File: config.mk
export PLATFORM = sky130hd
export DESIGN_NAME = mips_multicycle_core
export DESIGN_NICKNAME = d
export VERILOG_FILES = /design/src/rtl/mips_mc_pkg.sv /design/src/rtl/mc_reg_file.sv /design/src/rtl/mips_multicycle_core.sv
export SDC_FILE = /design/constraint.sdc
export NUM_CORES = 2
export LEC_CHECK = 0
export CAP_MARGIN = 20
export CORE_MARGIN = 2
export CORE_UTILIZATION = 25
export CTS_CLUSTER_DIAMETER = 120
export DETAILED_ROUTE_END_ITERATION = 7
export PLACE_DENSITY = 0.5
export SYNTH_ARGS = -nofsm -noshare
export SYNTH_HDL_FRONTEND = slang
export SYNTH_SLANG_ARGS = --single-unit
File: constraint.sdc
create_clock -name clk -period 42.4 [get_ports clk]
set_clock_uncertainty 0.15 [all_clocks]
set_input_delay 6.36 -clock clk [delete_from_list [all_inputs] [get_ports clk]]
set_output_delay 6.36 -clock clk [all_outputs]
set_load 0.005 [all_outputs]
File: src/rtl/mips_mc_pkg.sv
// Shared definitions for the multi-cycle MIPS core: opcode/funct values,
// FSM state encoding, ALU operation encoding and trap causes.
package mips_mc_pkg;

  // Primary opcodes
  localparam logic [5:0] OP_RTYPE = 6'h00;
  localparam logic [5:0] OP_J     = 6'h02;
  localparam logic [5:0] OP_JAL   = 6'h03;
  localparam logic [5:0] OP_BEQ   = 6'h04;
  localparam logic [5:0] OP_ADDI  = 6'h08;
  localparam logic [5:0] OP_LW    = 6'h23;
  localparam logic [5:0] OP_SW    = 6'h2B;

  // R-type function codes
  localparam logic [5:0] FN_JR  = 6'h08;
  localparam logic [5:0] FN_ADD = 6'h20;
  localparam logic [5:0] FN_SUB = 6'h22;
  localparam logic [5:0] FN_AND = 6'h24;
  localparam logic [5:0] FN_OR  = 6'h25;
  localparam logic [5:0] FN_SLT = 6'h2A;

  // FSM states; the encoding is visible on dbg_state
  typedef enum logic [2:0] {
    ST_FETCH  = 3'd0,
    ST_DECODE = 3'd1,
    ST_EXEC   = 3'd2,
    ST_MEM    = 3'd3,
    ST_WB     = 3'd4,
    ST_TRAP   = 3'd5
  } state_t;

  typedef enum logic [2:0] {
    ALU_ADD = 3'd0,
    ALU_SUB = 3'd1,
    ALU_AND = 3'd2,
    ALU_OR  = 3'd3,
    ALU_SLT = 3'd4
  } alu_op_t;

  // Why the core entered TRAP (kept internally for waveform debug)
  localparam logic [1:0] TRAP_NONE     = 2'd0;
  localparam logic [1:0] TRAP_ILLEGAL  = 2'd1;
  localparam logic [1:0] TRAP_MISALIGN = 2'd2;

  // 32-bit wraparound ALU; slt compares signed
  function automatic logic [31:0] alu_eval(input alu_op_t op,
                                           input logic [31:0] a,
                                           input logic [31:0] b);
    logic [31:0] y;
    case (op)
      ALU_SUB: y = a - b;
      ALU_AND: y = a & b;
      ALU_OR:  y = a | b;
      ALU_SLT: y = {31'd0, ($signed(a) < $signed(b))};
      default: y = a + b;
    endcase
    return y;
  endfunction

  // True for every opcode/funct combination the core implements
  function automatic logic is_legal(input logic [5:0] op, input logic [5:0] fn);
    logic ok;
    ok = 1'b0;
    if (op == OP_RTYPE) begin
      ok = (fn == FN_ADD) || (fn == FN_SUB) || (fn == FN_AND) ||
           (fn == FN_OR)  || (fn == FN_SLT) || (fn == FN_JR);
    end else begin
      ok = (op == OP_J) || (op == OP_JAL) || (op == OP_BEQ) ||
           (op == OP_ADDI) || (op == OP_LW) || (op == OP_SW);
    end
    return ok;
  endfunction

endpackage

File: src/rtl/mc_reg_file.sv
// GPR file: two asynchronous read ports, one synchronous write port.
// r0 and any index >= NUM_REGS read as zero; writes to them are dropped.
module mc_reg_file #(
  parameter int NUM_REGS = 32
) (
  input  logic        clk,
  input  logic        rst,
  input  logic [4:0]  i_raddr1,
  input  logic [4:0]  i_raddr2,
  input  logic        i_we,
  input  logic [4:0]  i_waddr,
  input  logic [31:0] i_wdata,
  output logic [31:0] o_rdata1,
  output logic [31:0] o_rdata2
);

  // Full 32-entry view so unimplemented indices simply decode to zero
  logic [31:0] w_regs [0:31];

  genvar gi;
  generate
    for (gi = 0; gi < 32; gi++) begin : g_reg
      if (gi == 0 || gi >= NUM_REGS) begin : g_zero
        assign w_regs[gi] = 32'd0;
      end else begin : g_live
        logic [31:0] r_q;
        // Per-register write with asynchronous clear
        always_ff @(posedge clk or posedge rst) begin
          if (rst) begin
            r_q <= '0;
          end else if (i_we && (i_waddr == 5'(gi))) begin
            r_q <= i_wdata;
          end
        end
        assign w_regs[gi] = r_q;
      end
    end
  endgenerate

  assign o_rdata1 = w_regs[i_raddr1];
  assign o_rdata2 = w_regs[i_raddr2];

endmodule

File: src/rtl/mips_multicycle_core.sv
// Multi-cycle MIPS core: FSM controller plus IR/MDR/A/B/ALUOut datapath
// sharing one req/ready memory port for fetch, load and store.
// Optional performance counters are compiled in with MIPS_MC_PERF_COUNTERS_EN.
module mips_multicycle_core
  import mips_mc_pkg::*;
#(
  parameter int          ADDR_W   = 32,
  parameter logic [31:0] RESET_PC = 32'h0,
  parameter int          NUM_REGS = 32
) (
  input  logic              clk,
  input  logic              rst,
  output logic              mem_req,
  output logic              mem_we,
  output logic [ADDR_W-1:0] mem_addr,
  output logic [31:0]       mem_wdata,
  input  logic [31:0]       mem_rdata,
  input  logic              mem_ready,
  output logic              trap,
  output logic [ADDR_W-1:0] dbg_pc,
  output logic [2:0]        dbg_state
`ifdef MIPS_MC_PERF_COUNTERS_EN
  ,
  output logic [31:0]       perf_cycles,
  output logic [31:0]       perf_retired
`endif
);

  state_t            r_state, w_state_next;
  logic [ADDR_W-1:0] r_pc, w_pc_next, w_pc_plus4, w_br_target, w_jump_pc;
  logic [31:0]       r_ir, r_mdr, r_a, r_b, r_alu_out;
  logic [1:0]        r_trap_cause, w_trap_cause_next;
  logic              r_run;
  logic              w_pc_we, w_ir_we, w_mdr_we, w_ab_we, w_alu_we, w_rf_we;
  logic [4:0]        w_rf_waddr;
  logic [31:0]       w_rf_wdata;

  logic [5:0]        w_op, w_funct;
  logic [4:0]        w_rs, w_rt, w_rd;
  logic [25:0]       w_target;
  logic [31:0]       w_imm_sext, w_br_off, w_rs_data, w_rt_data, w_alu_b, w_alu_res;
  alu_op_t           w_alu_op;
  logic              w_legal;
  logic              w_unused;

  // Instruction field decode
  assign w_op       = r_ir[31:26];
  assign w_rs       = r_ir[25:21];
  assign w_rt       = r_ir[20:16];
  assign w_rd       = r_ir[15:11];
  assign w_funct    = r_ir[5:0];
  assign w_target   = r_ir[25:0];
  assign w_imm_sext = {{16{r_ir[15]}}, r_ir[15:0]};
  assign w_br_off   = {w_imm_sext[29:0], 2'b00};
  assign w_legal    = is_legal(w_op, w_funct);

  assign w_pc_plus4  = r_pc + ADDR_W'(4);
  assign w_br_target = r_pc + w_br_off[ADDR_W-1:0];

  // Jump keeps the PC segment bits above bit 27 when the address is wide enough
  generate
    if (ADDR_W > 28) begin : g_jseg
      assign w_jump_pc = {r_pc[ADDR_W-1:28], w_target, 2'b00};
    end else begin : g_jnoseg
      assign w_jump_pc = {w_target, 2'b00};
    end
  endgenerate

  // ALU operation select: R-type by funct, everything else adds
  always_comb begin
    w_alu_op = ALU_ADD;
    if (w_op == OP_RTYPE) begin
      case (w_funct)
        FN_SUB:  w_alu_op = ALU_SUB;
        FN_AND:  w_alu_op = ALU_AND;
        FN_OR:   w_alu_op = ALU_OR;
        FN_SLT:  w_alu_op = ALU_SLT;
        default: w_alu_op = ALU_ADD;
      endcase
    end
  end

  assign w_alu_b   = (w_op == OP_RTYPE) ? r_b : w_imm_sext;
  assign w_alu_res = alu_eval(w_alu_op, r_a, w_alu_b);

  mc_reg_file #(.NUM_REGS(NUM_REGS)) u_rf (
    .clk      (clk),
    .rst      (rst),
    .i_raddr1 (w_rs),
    .i_raddr2 (w_rt),
    .i_we     (w_rf_we),
    .i_waddr  (w_rf_waddr),
    .i_wdata  (w_rf_wdata),
    .o_rdata1 (w_rs_data),
    .o_rdata2 (w_rt_data)
  );

  // FSM state register
  always_ff @(posedge clk or posedge rst) begin
    if (rst) r_state <= ST_FETCH;
    else     r_state <= w_state_next;
  end

  // Next-state, datapath strobes and memory port drive
  always_comb begin
    w_state_next      = r_state;
    w_pc_we           = 1'b0;
    w_pc_next         = r_pc;
    w_ir_we           = 1'b0;
    w_mdr_we          = 1'b0;
    w_ab_we           = 1'b0;
    w_alu_we          = 1'b0;
    w_rf_we           = 1'b0;
    w_rf_waddr        = w_rd;
    w_rf_wdata        = r_alu_out;
    w_trap_cause_next = r_trap_cause;
    mem_req           = 1'b0;
    mem_we            = 1'b0;
    mem_addr          = '0;
    mem_wdata         = '0;
    case (r_state)
      ST_FETCH: begin
        // r_run holds off the first request until a clock after reset release
        if (r_run) begin
          mem_req  = 1'b1;
          mem_addr = r_pc;
          if (mem_ready) begin
            w_ir_we      = 1'b1;
            w_pc_we      = 1'b1;
            w_pc_next    = w_pc_plus4;
            w_state_next = ST_DECODE;
          end
        end
      end
      ST_DECODE: begin
        w_ab_we = 1'b1;
        if (!w_legal) begin
          w_trap_cause_next = TRAP_ILLEGAL;
          w_state_next      = ST_TRAP;
        end else if (w_op == OP_J || w_op == OP_JAL) begin
          w_pc_we      = 1'b1;
          w_pc_next    = w_jump_pc;
          w_state_next = ST_FETCH;
          if (w_op == OP_JAL) begin
            w_rf_we    = 1'b1;
            w_rf_waddr = 5'd31;
            w_rf_wdata = 32'(r_pc);
          end
        end else begin
          w_state_next = ST_EXEC;
        end
      end
      ST_EXEC: begin
        case (w_op)
          OP_RTYPE: begin
            if (w_funct == FN_JR) begin
              if (r_a[1:0] != 2'b00) begin
                w_trap_cause_next = TRAP_MISALIGN;
                w_state_next      = ST_TRAP;
              end else begin
                w_pc_we      = 1'b1;
                w_pc_next    = r_a[ADDR_W-1:0];
                w_state_next = ST_FETCH;
              end
            end else begin
              w_alu_we     = 1'b1;
              w_state_next = ST_WB;
            end
          end
          OP_ADDI: begin
            w_alu_we     = 1'b1;
            w_state_next = ST_WB;
          end
          OP_LW, OP_SW: begin
            w_alu_we = 1'b1;
            if (w_alu_res[1:0] != 2'b00) begin
              w_trap_cause_next = TRAP_MISALIGN;
              w_state_next      = ST_TRAP;
            end else begin
              w_state_next = ST_MEM;
            end
          end
          OP_BEQ: begin
            if (r_a == r_b) begin
              w_pc_we   = 1'b1;
              w_pc_next = w_br_target;
            end
            w_state_next = ST_FETCH;
          end
          default: begin
            w_trap_cause_next = TRAP_ILLEGAL;
            w_state_next      = ST_TRAP;
          end
        endcase
      end
      ST_MEM: begin
        mem_req  = 1'b1;
        mem_addr = r_alu_out[ADDR_W-1:0];
        if (w_op == OP_SW) begin
          mem_we    = 1'b1;
          mem_wdata = r_b;
        end
        if (mem_ready) begin
          if (w_op == OP_LW) begin
            w_mdr_we     = 1'b1;
            w_state_next = ST_WB;
          end else begin
            w_state_next = ST_FETCH;
          end
        end
      end
      ST_WB: begin
        w_rf_we = 1'b1;
        if (w_op == OP_RTYPE) begin
          w_rf_waddr = w_rd;
          w_rf_wdata = r_alu_out;
        end else if (w_op == OP_ADDI) begin
          w_rf_waddr = w_rt;
          w_rf_wdata = r_alu_out;
        end else begin
          w_rf_waddr = w_rt;
          w_rf_wdata = r_mdr;
        end
        w_state_next = ST_FETCH;
      end
      ST_TRAP: begin
        w_state_next = ST_TRAP;
      end
      default: begin
        w_state_next = ST_TRAP;
      end
    endcase
  end

  // Datapath holding registers and PC
  always_ff @(posedge clk or posedge rst) begin
    if (rst) begin
      r_pc         <= RESET_PC[ADDR_W-1:0];
      r_ir         <= '0;
      r_mdr        <= '0;
      r_a          <= '0;
      r_b          <= '0;
      r_alu_out    <= '0;
      r_trap_cause <= TRAP_NONE;
      r_run        <= 1'b0;
    end else begin
      r_run        <= 1'b1;
      r_trap_cause <= w_trap_cause_next;
      if (w_pc_we)  r_pc      <= w_pc_next;
      if (w_ir_we)  r_ir      <= mem_rdata;
      if (w_mdr_we) r_mdr     <= mem_rdata;
      if (w_alu_we) r_alu_out <= w_alu_res;
      if (w_ab_we) begin
        r_a <= w_rs_data;
        r_b <= w_rt_data;
      end
    end
  end

  assign trap      = (r_state == ST_TRAP);
  assign dbg_pc    = r_pc;
  assign dbg_state = r_state;

  // Bits only partly consumed (shamt, high address bits, cause kept for debug)
  assign w_unused = ^{r_ir[10:6], r_a, r_alu_out, r_trap_cause};

`ifdef MIPS_MC_PERF_COUNTERS_EN
  logic [31:0] r_perf_cycles, r_perf_retired;
  logic        w_retire;

  assign w_retire = (w_state_next == ST_FETCH) &&
                    ((r_state == ST_DECODE) || (r_state == ST_EXEC) ||
                     (r_state == ST_MEM)    || (r_state == ST_WB));

  // Free-running cycle and retired-instruction counters, frozen in TRAP
  always_ff @(posedge clk or posedge rst) begin
    if (rst) begin
      r_perf_cycles  <= '0;
      r_perf_retired <= '0;
    end else begin
      if (r_state != ST_TRAP) r_perf_cycles  <= r_perf_cycles + 32'd1;
      if (w_retire)           r_perf_retired <= r_perf_retired + 32'd1;
    end
  end

  assign perf_cycles  = r_perf_cycles;
  assign perf_retired = r_perf_retired;
`endif

endmodule

; Word level (Yosys, flattened, before mapping)
; Index checks and enable logic that the tools add are counted.
[word_totals]
regBits = 1188
latchBits = 0
ramBits = 0
mem_bits_ro = 0
in_bits = 35
out_inout_bits = 102
wordCells = 237
memories = 0
[classes]
add_sub_neg = 4
multipliers = 0
div_mod_pow = 0
magnitude_cmp = 3
eq_ne = 62
shift = 0
n_mux = 71
bitwise = 5
n_reduce_logical = 52
[op_table]
columns = operator, n
row1 = $mux W32, 18
row2 = $bmux W32 S5, 2
row3 = $pmux W32 S2, 3
row4 = $pmux W32 S4, 1
row5 = $pmux W32 S3, 1
row6 = $eq A5 B5 Y1 const B, 16
row7 = $add A32 B32 Y32, 2
row8 = $mux W28, 2
row9 = $eq A6 B6 Y1 const B, 7
row10 = $eq A5 B4 Y1 const B, 8
row11 = $add A32 B3 Y32 const B, 1
row12 = $and A32 B32 Y32, 1
row13 = $eq A32 B32 Y1, 1
row14 = $lt A32 B32 Y1, 1
row15 = $or A32 B32 Y32, 1
row16 = $sub A32 B32 Y32, 1
row17 = $logic_and A1 B1 Y1, 31
row18 = $mux W3, 9
row19 = $pmux W3 S4, 2
row20 = $mux W1, 21
row21 = $eq A5 B3 Y1 const B, 4
row22 = $mux W5, 4
row23 = $pmux W3 S5, 1
row24 = $eq A3 B2 Y1 const B, 4
row25 = 26 further kinds, 55

; Logic depth before layout (Yosys ltp)
[depth]
word_depth = 11
depth_mapped = 20
mapped_depth_nobuf = 16

; Modules after synthesis
; Synthesis repeated with hierarchy kept, for this count alone.
[hier_totals]
hier_cells = 5667
area_unflattened_um2 = 69827.0
[by_module_without_submodules]
columns = mod, instances, cells_each, area_each_um2, seq_area_each_um2
row1 = mc_reg_file, 1, 3636, 53199.8, 24823.8
row2 = mips_multicycle_core, 1, 2031, 16627.2, 4904.7

; Least setup slack after synthesis
; OpenSTA, ideal clock, no wires.
[synth_path]
path_kind = register to output
start = register r_state[1], in the netlist dbg_state[1]
end = output port mem_addr[0]
arrival_ns = 1.723
t_required_ns = 35.890
slack_ns = 34.167
path_stages_with_launch = 5
path_buffers = 2
cell_sequence = dfrtp_1 -> clkbuf_1 -> nor4b_1 -> clkbuf_1 -> a22o_1
[synth_via]
elab_chain_cells = 2
elab_cells_between_ends = 3
classes_between = eq/ne (1) / mux (1) / reduce/logical (1)
[synth_rtl]
columns = element, line_no
row1 = from (decl), mips_multicycle_core.sv:29  ; state_t r_state, w_state_next;
row2 = from (signal assigned), mips_multicycle_core.sv:101  ; else r_state <= w_state_next;
row3 = $eq A3 B2 Y1 / $logic_not A3 Y1 (equally long branches), mips_multicycle_core.sv:121  ; case (r_state)
row4 = $pmux W32 S2 *, mips_multicycle_core.sv:121
row5 = to (decl), mips_multicycle_core.sv:15  ; output logic [ADDR_W-1:0] mem_addr,
; Every way passes the cells marked *; elsewhere a longest branch is shown, timed or not.

; Final worst setup path
[layout_path]
start = register r_ir[27]
end = output port mem_wdata[20]
[layout_via]
elab_chain_cells = 3
[layout_rtl]
columns = element, line_no
row1 = from (decl), mips_multicycle_core.sv:31  ; logic [31:0] r_ir, r_mdr, r_a, r_b, r_alu_out;
row2 = from (signal assigned), mips_multicycle_core.sv:250  ; if (w_ir_we) r_ir <= mem_rdata;
row3 = $eq A6 B6 Y1, --
row4 = $mux W32, mips_multicycle_core.sv:199  ; if (w_op == OP_SW) begin
row5 = $mux W32, mips_multicycle_core.sv:121
row6 = to (decl), mips_multicycle_core.sv:16  ; output logic [31:0] mem_wdata,
; Every way passes these cells.

==> flow_metrics.tcl <==
set metrics [dict create \
    outcome "finished, final reports clean" \
    synth_xor_area_share_pct 1.02 \
    setup_viol 0 \
    start_kind "flip-flop" \
    synth_fa_ha_area_share_pct 2.45 \
    cts-root-buf "clkbuf_16" \
    rows 190 \
    antenna_found_initial 12 \
    synth_cells 6399 \
    ys_warn_count 0 \
    ys.flop_type "dfrtp_1" \
    reg2reg_to "r_alu_out[27]$_DFFE_PP0P_" \
    path_class "flip-flop to primary output" \
    wl_per_cell_um 26.5 \
    postCtsSetupRepairBufs 0 \
    num_vias 52903 \
    irDropWorstVdd_v 0.0000630 \
    maxSlewHeadroom_pct 14.5 \
    ys_seq_area_share_pct 44.2 \
    grt_max_degree 168 \
    drc 0 \
    met2_usage_pct 29.6 \
    min_period_over_period_pct 24.1 \
    syn2layout_area_growth_pct 14.5 \
    met1_usage_pct 25.3 \
    rsz0062_at_grt "no" \
    syn_area_mm2 0.0673 \
    rr_startpoint "r_ir[27]$_DFFE_PP0P_" \
    io_buffers 136 \
    gp_congestion 0.975 \
    drv_cap 0 \
    finalMaxSlewViolations 0 \
    synth_edf_count 0 \
    overflow 0 \
    top_usage_layer "met2" \
    dp_hpwl_um 167000 \
    power_density_mw_per_mm2 81.3 \
    min_period_ps 10240 \
    fin_nets 6411 \
    cts_buffers 135 \
    pin_count 137 \
    die_w_um 523 \
    drtPass1Iterations 6 \
    crit_end "mem_wdata[20]" \
    synth_top_family_by_area "multiplexers" \
    drt_iter0_markers 5407 \
    tns_ps 0 \
    synth_area_per_cell_um2 10.5 \
    worst_setup_path_end_kind "primary output" \
    grt_pass1_vias 51225 \
    final_cell_mix "dfrtp_1 (1178), a21oi_1 (1027), nor2_1 (1016)" \
    synth.area.mux_share_pct 22.5 \
    setup.worst_path.start "r_ir[27]$_DFFE_PP0P_" \
    p_leak_nw 32.1 \
    final_antenna_net_count 0 \
    final_util_pct 28.8 \
    worstRegToRegCells 16 \
    clock_latency_ps 810 \
    path_max_fanout 33 \
    critPathArrivalTime_ps 3730 \
    ys_ff_latch 1188 \
    grt.total_usage_pct 18.9 \
    synth_compound_area_share_pct 14.8 \
    grt_util_met3_pct 4.03 \
    syn_nets 6564 \
    grt_pass1_wl_um 378000 \
    core-area_mm2 0.268 \
    synth_simple_gate_area_share_pct 11.0 \
    hold_viol 0 \
    async_flop_share_pct 100 \
    ctsResizeCount 0 \
    synth_cell_types 87 \
    hold_class "flip-flop to flip-flop" \
    final_common_cell "dfrtp_1" \
    avgViaCountPerCell 5.34 \
    fmaxAchievable_mhz 97.7 \
    tightest_slew_ps 1250 \
    r2r_setup_slack_ps 36080 \
    design.die.area_mm2 0.273 \
    clk_pin_slew_ps 70 \
    cts_tree "yes" \
    initial_core_util_pct 25.1 \
    drive_gt1_share_pct 18.8 \
    die_h_um 523 \
    ctsLongestPathBuffers 3 \
    postCtsHoldBufs 0 \
    worstPathRequired_ps 35890 \
    cts_sinks 1188 \
    routed_wl_um 263000 \
    cts-htree-levels 4 \
]
synthesized netlist by cell type (all sizes together), types with 14 or more instances:
cell type  count  share of area, %
a21oi       1060               7.9
buf          165               1.1
nand4         16              0.15
inv          113              0.63
nand3         33              0.25
clkbuf       414               2.3
xnor2         29              0.38
mux2         128               2.1
ha           127               2.4
nor2        1050               6.1
nor4          19              0.19
o21bai        14              0.16
mux4         576                19
nand2        459               2.6
a31oi         27              0.27
o21ai        383               2.9
a22o         100               1.3
and2          42              0.39
a21o          46              0.51
a221oi        21              0.27
dfrtp       1188                44
nor2b         22              0.20
nor3          36              0.29
a211oi        21              0.23
mux2i         71               1.1
xor2          49              0.64
flip-flops by register name, summed over array words and instances (netlist names):
| name | cells |
|---|---|
| r_run | 1 |
| r_ir | 32 |
| r_b | 32 |
| r_alu_out | 32 |
| dbg_state | 3 |
| r_mdr | 32 |
| u_rf.g.g_live.r_q | 992 |
| dbg_pc | 32 |
| r_a | 32 |
worst max-delay path: stages (launching register included):
cell             delay [ps]
dfrtp_1                 520
nand3_1                 180
nor3_1                  560
and3_1                  900
and2_1                  230
clkdlybuf4s50_1         510
through the flow:
stage          std cells  setup WS [ps]  total power, mW  cell area, µm²  hold WS, ps
4_1_cts             9899          32060             6.24           77000          350
5_1_grt             9904          31800             6.58           77000          378
3_3_place_gp        9654          32130             4.94           72400          324
6_report            9906          32160             6.26           77000          349
2_1_floorplan       6399           2420             3.91           67300          311
3_5_place_dp        9656          32040             5.00           72400          336
area by class of cell:
type                    count  area [µm²]
repair buffers            289        2640
clock inverters            56         704
flip-flops and latches   1188       29800
inverters                 113         432
diodes                      2        5.00
multi-input cells        4519       35200
clock buffers             187        3880
fillers                 27541      191000
well taps                3552        4440
layer usage:
metal  vias up  routed length [µm]
met5         -                  84
met4        12               12500
met3       541               20800
met2      2268              120000
met1     27191              109000
li1      22891                   -
kinds of logic (layout without fill, tap and decap cells):
| group | count (synthesis) | count (layout) |
|---|---|---|
| fa+ha+maj | 130 | 130 |
| compound gates | 1777 | 1777 |
| other cells | 1 | 3 |
| buf+inv | 692 | 645 |
| xor+xnor | 78 | 78 |
| mux | 775 | 775 |
| simple gates | 1758 | 1758 |
| flops | 1188 | 1188 |
power by group:
part	switching [mW]	leakage [nW]	internal, mW
clock	0.520	2.24	0.708
sequential	0.486	15.8	1.54
combinational	1.70	14.1	1.31
total	2.71	32.1	3.55
how the worst min path moves through the flow:
stage / startpoint / endpoint / slack [ps] / cells after the start
after global routing: u_rf.g_reg[22].g_live.r_q[23]$_DFFE_PP0P_ / u_rf.g_reg[22].g_live.r_q[23]$_DFFE_PP0P_ / 380 / 2
after detailed placement: u_rf.g_reg[22].g_live.r_q[10]$_DFFE_PP0P_ / u_rf.g_reg[22].g_live.r_q[10]$_DFFE_PP0P_ / 340 / 2
after floorplan: u_rf.g_reg[22].g_live.r_q[0]$_DFFE_PP0P_ / u_rf.g_reg[22].g_live.r_q[0]$_DFFE_PP0P_ / 310 / 2
final: u_rf.g_reg[22].g_live.r_q[10]$_DFFE_PP0P_ / u_rf.g_reg[22].g_live.r_q[10]$_DFFE_PP0P_ / 350 / 2
after global placement: u_rf.g_reg[20].g_live.r_q[14]$_DFFE_PP0P_ / u_rf.g_reg[20].g_live.r_q[14]$_DFFE_PP0P_ / 320 / 2
after CTS: u_rf.g_reg[22].g_live.r_q[10]$_DFFE_PP0P_ / u_rf.g_reg[22].g_live.r_q[10]$_DFFE_PP0P_ / 350 / 2
Note: power is estimated with default switching activity, not from simulation.
